--- src/rtl/cpu_controller.sv ---
// Eight-phase fetch/decode/execute sequencer for a simple accumulator CPU.
// Outputs are combinational decodes of the current state, opcode and zero; the state advances one phase per clock with no wait states.
// There is no backpressure. ena=0 parks the sequencer in S0, HALTED is left only through rst, and rst is synchronous and active-high.
module cpu_controller (
  input  logic       clk,
  input  logic       rst,
  input  logic       ena,
  input  logic [2:0] opcode,
  input  logic       zero,
  output logic       load_ir,
  output logic       inc_pc,
  output logic       load_pc,
  output logic       load_acc,
  output logic       rd,
  output logic       wr,
  output logic       datactl_ena,
  output logic       halt
);

  localparam logic [2:0] OP_HLT = 3'b000;
  localparam logic [2:0] OP_SKZ = 3'b001;
  localparam logic [2:0] OP_ADD = 3'b010;
  localparam logic [2:0] OP_AND = 3'b011;
  localparam logic [2:0] OP_XOR = 3'b100;
  localparam logic [2:0] OP_LDA = 3'b101;
  localparam logic [2:0] OP_STO = 3'b110;
  localparam logic [2:0] OP_JMP = 3'b111;

  typedef enum logic [3:0] {
    S0, S1, S2, S3, S4, S5, S6, S7, HALTED
  } state_t;

  state_t r_state;

  logic w_alu_op;
  logic w_skip;

  // Opcodes that fetch an operand from memory and load the accumulator.
  assign w_alu_op = (opcode == OP_ADD) || (opcode == OP_AND) ||
                    (opcode == OP_XOR) || (opcode == OP_LDA);
  // SKZ is taken when the accumulator is zero. zero is sampled live in each execute cycle.
  assign w_skip   = (opcode == OP_SKZ) && zero;

  // Phase sequencer. HALTED is sticky against ena and is left only through rst.
  always_ff @(posedge clk) begin
    if (rst) begin
      r_state <= S0;
    end else if (r_state == HALTED) begin
      r_state <= HALTED;
    end else if (!ena) begin
      r_state <= S0;
    end else begin
      case (r_state)
        S0:      r_state <= S1;
        S1:      r_state <= S2;
        S2:      r_state <= S3;
        S3:      r_state <= (opcode == OP_HLT) ? HALTED : S4;
        S4:      r_state <= S5;
        S5:      r_state <= S6;
        S6:      r_state <= S7;
        S7:      r_state <= S0;
        default: r_state <= S0;
      endcase
    end
  end

  // Control decode. HALTED keeps halt visible even while ena is low, because
  // the CPU remains stopped until rst.
  always_comb begin
    load_ir     = 1'b0;
    inc_pc      = 1'b0;
    load_pc     = 1'b0;
    load_acc    = 1'b0;
    rd          = 1'b0;
    wr          = 1'b0;
    datactl_ena = 1'b0;
    halt        = 1'b0;
    if (!rst) begin
      if (r_state == HALTED) begin
        halt = 1'b1;
      end else if (ena) begin
        case (r_state)
          // Two byte fetches load IR high, then IR low.
          S0, S1: begin
            load_ir = 1'b1;
            rd      = 1'b1;
            inc_pc  = 1'b1;
          end
          S3: begin
            halt = (opcode == OP_HLT);
          end
          S4: begin
            if (opcode == OP_JMP)      load_pc     = 1'b1;
            else if (w_alu_op)         rd          = 1'b1;
            else if (opcode == OP_STO) datactl_ena = 1'b1;
          end
          S5: begin
            if (w_alu_op) begin
              rd       = 1'b1;
              load_acc = 1'b1;
            end else if (opcode == OP_STO) begin
              wr          = 1'b1;
              datactl_ena = 1'b1;
            end else if (opcode == OP_JMP) begin
              load_pc = 1'b1;
            end else if (w_skip) begin
              inc_pc = 1'b1;
            end
          end
          S6: begin
            if (opcode == OP_STO) datactl_ena = 1'b1;
            else if (w_skip)      inc_pc      = 1'b1;
          end
          default: begin
          end
        endcase
      end
    end
  end

endmodule

--- config.mk ---
export PLATFORM = sky130hd
export DESIGN_NAME = cpu_controller
export DESIGN_NICKNAME = d
export VERILOG_FILES = /design/src/rtl/cpu_controller.sv
export SDC_FILE = /design/constraint.sdc
export NUM_CORES = 1
export LEC_CHECK = 0
export CAP_MARGIN = 20
export CELL_PAD_IN_SITES_DETAIL_PLACEMENT = 0
export CELL_PAD_IN_SITES_GLOBAL_PLACEMENT = 1
export CORE_MARGIN = 2
export CORE_UTILIZATION = 21
export CTS_CLUSTER_DIAMETER = 80
export DETAILED_ROUTE_END_ITERATION = 10
export PLACE_DENSITY = 0.78
export SYNTH_ARGS = -nofsm -noshare
export SYNTH_HDL_FRONTEND = slang
export SYNTH_SLANG_ARGS = --single-unit
--- constraint.sdc ---
create_clock -name clk -period 1.1 [get_ports clk]
set_clock_uncertainty 0.05 [all_clocks]
set_input_delay 0.11 -clock clk [delete_from_list [all_inputs] [get_ports clk]]
set_output_delay 0.11 -clock clk [all_outputs]
set_load 0.1 [all_outputs]
==> metrics.cfg <==
[global_routing]
met3_usage_pct = 1.67
grt.busiest_layer = met2
grt_pass1_vias = 356
antenna_found_initial = 0
grt_pass1_wl_mm = 1.62
grt_overflow = 0
grt_max_degree = 8
track_usage_pct = 15.1
grtUsageMet1_pct = 18.2
use_met2_pct = 28.6

[power_and_ir_drop]
power_density_nw_per_um2 = 686
p_total_mw = 0.524
switchingPower_mw = 0.173
power_frac_clock_pct = 33.6
ir_worst_vdd_v = 0.000495
leakage_nw = 0.294
power_frac_seq_pct = 28.9
power.internal_mw = 0.352
combPwrFrac_pct = 37.6
switching_share_pct = 33.0

[sta]
timing.final.crit_period_ns = 1.69
fin_setup_tns_ns = -4.45
tightest_slew_ns = 0.453
fin_hold_ws_ns = 0.278
slew_headroom_pct = 69.6
drv_slew = 0
hold_violations = 0
fin_ws_ns = -0.592
period_share_pct = 154
setup_viol = 12
fmax_ghz = 0.591
rsz0062_at_grt = true

[die]
die_area_um2 = 1620
io_pins = 15
num_rows = 13
dieHeight_um = 40.3
start_util_pct = 21.8
fp.dieW_um = 40.3
core_area_um2 = 1270

[routing]
num_vias = 376
viasPerCell = 4.70
wl_per_cell_um = 13.7
ant_nets = 0
routed_wl_mm = 1.09
drt_pass1_iterations = 3
drt-initial-drc-count = 3
post-route-drc-count = 0

[final_layout]
nets = 74
fin_util_pct = 60.3
drive_above_1_share_pct = 67.7
num_antenna_cells = 0
area_growth_pct = 176
regMostFlops = r_state
final_cells = 80
fillers = 108
largest_reg_flops = 4
fin_area_um2 = 764
reg_top3 = r_state: 4 flops

[setup_path]
path_cells = or3b_4 -> nor4_4 -> buf_12
reg2reg_from = r_state[3]
cp.arrival_ns = 1.53
slowest_stage = or3b_4
ff2ff_path_depth = 4
worst-path-max-fanout = 4
max_stage_delay_ns = 0.42
timing.critical_path.from = r_state[3]
start_kind = flip-flop
worst-r2r-setup-slack_ns = -0.03
crit_type = reg -> out
path_delay_family = simple AND/OR/NAND/NOR gates
critPathCaptureType = primary output
cp_num_buf_inv = 1
worstPathRequired_ns = 0.94
timing.rr.end = r_state[3]

[synth]
synthSimpleGateAreaFrac_pct = 45.2
yosysWarnings = 0
async_reset_ff_share_pct = 0
synthAdderAreaFrac_pct = 0
yosysSeqAreaShare_pct = 29.0
synth_top_family_by_area = simple AND/OR/NAND/NOR gates
synthTopCellsByArea = dfxtp_1 (29%), nor3_1 (9.0%), nand2_1 (6.8%)
synth_top_area_share_pct = 29.0
syn_nets = 44
ys_ff_latch = 4
synth-edff-count = 0
syn_area_per_cell_um2 = 7.47
synth_mux_area_share_pct = 0
synth_area_um2 = 277
postSynthCellCount = 37
ys_types = 19
yosys.area.top_type = dfxtp_1
netlist_top_cells_count = nand2_1 (5), nor3_1 (5), dfxtp_1 (4), nor2_1 (4), nor4_1 (3)
synth_compound_area_share_pct = 12.2
synthFlopType = dfxtp_1
synth_xor_area_share_pct = 6.33

[outcome]
violations = setup timing
status = complete, but fails checks

[place]
placed_cells = 77
port_buffers = 14
dpl_cell_area_um2 = 696
place_ws_ns = -0.743
hpwl_um = 843
routabilityCongestion = 0.834

[cts]
cts_sinks = 4
clk_latency_ns = 0.23
clk_pin_slew_ns = 0.04
cts_made_buffers = 3
cts_max_level = 1
cts_buffer_depth = 2
tritoncts = done
cts_root_buffer = clkbuf_4

[worst_hold_path]
hold_class = in -> reg
worstHoldEndpoint = r_state[3]
hold_depth = 3
min_from = rst

[flow_run]
maxCapViolations = 0

## final cells by class
class | count | area, um2 | share of cell area (%)
repair buffers | 28 | 333 | 43.5
well taps | 15 | 18.8 | 2.45
flip-flops and latches | 4 | 90.1 | 11.8
clock buffers | 3 | 22.5 | 2.95
multi-input cells | 30 | 300 | 39.3
## cell usage in the layout, fill, tap and decap left out
master and n:
o2111ai_1 1, clkbuf_4 3, or3b_4 1, or2_2 1, clkdlybuf4s50_1 3, nor2_1 4, buf_12 8, a211oi_4 1
nor4_4 3, or3_1 1, a21oi_4 1, nor3_2 2, a22oi_2 1, dfxtp_4 2, dlygate4sd2_1 3, a21oi_2 1
buf_6 3, and3b_1 1, xnor2_1 2, nor2b_1 1, dfxtp_2 2, and4b_2 1, buf_4 11, nand2_1 5
nor3_4 3
## cells by family (layout without fill, tap and decap cells)
| kind of cell | count (synthesis) | in the layout |
|---|---|---|
| buf+inv | 3 | 31 |
| flops | 4 | 4 |
| simple gates | 23 | 23 |
| compound gates | 5 | 5 |
| xor+xnor | 2 | 2 |
## metal layers
metal  vias to the layer above  share of wire (%)
li1                        192                  -
met1                       176                 40
met2                         8                 58
met3                         0                2.4
met4                         0                  0
met5                         -                  0
## timing repair
item	4_1_cts	5_1_grt
buffers inserted	0	0
endpoints found under the setup margin	12	12
endpoints found under the hold margin	0	0
hold buffers	0	0
pin swaps	2	3
resized for setup	14	4
## worst max-delay path by stage
stage / to / depth (start not counted)
6_report: datactl_ena / 3
5_1_grt: datactl_ena / 3
4_1_cts: load_pc / 4
3_5_place_dp: rd / 5
3_3_place_gp: datactl_ena / 4
2_1_floorplan: datactl_ena / 3
## worst reg2reg max path: cells and delay by family, from the launching register on
family | cells | cell delay, ns
DFF | 1 | 0.32
and+or+nand+nor | 2 | 0.29
buffers and inverters | 1 | 0.10
AOI/OAI and AO/OA | 1 | 0.24
## power by group through the flow
stage / Combinational [mW] / Sequential, mW / Clock, mW
floorplan: 0.104 / 0.155 / 0
global placement: 0.187 / 0.157 / 0
detailed placement: 0.190 / 0.157 / 0
CTS: 0.194 / 0.152 / 0.177
global route: 0.205 / 0.152 / 0.192
finish: 0.197 / 0.151 / 0.176
Power figures use the tool's default switching activity.
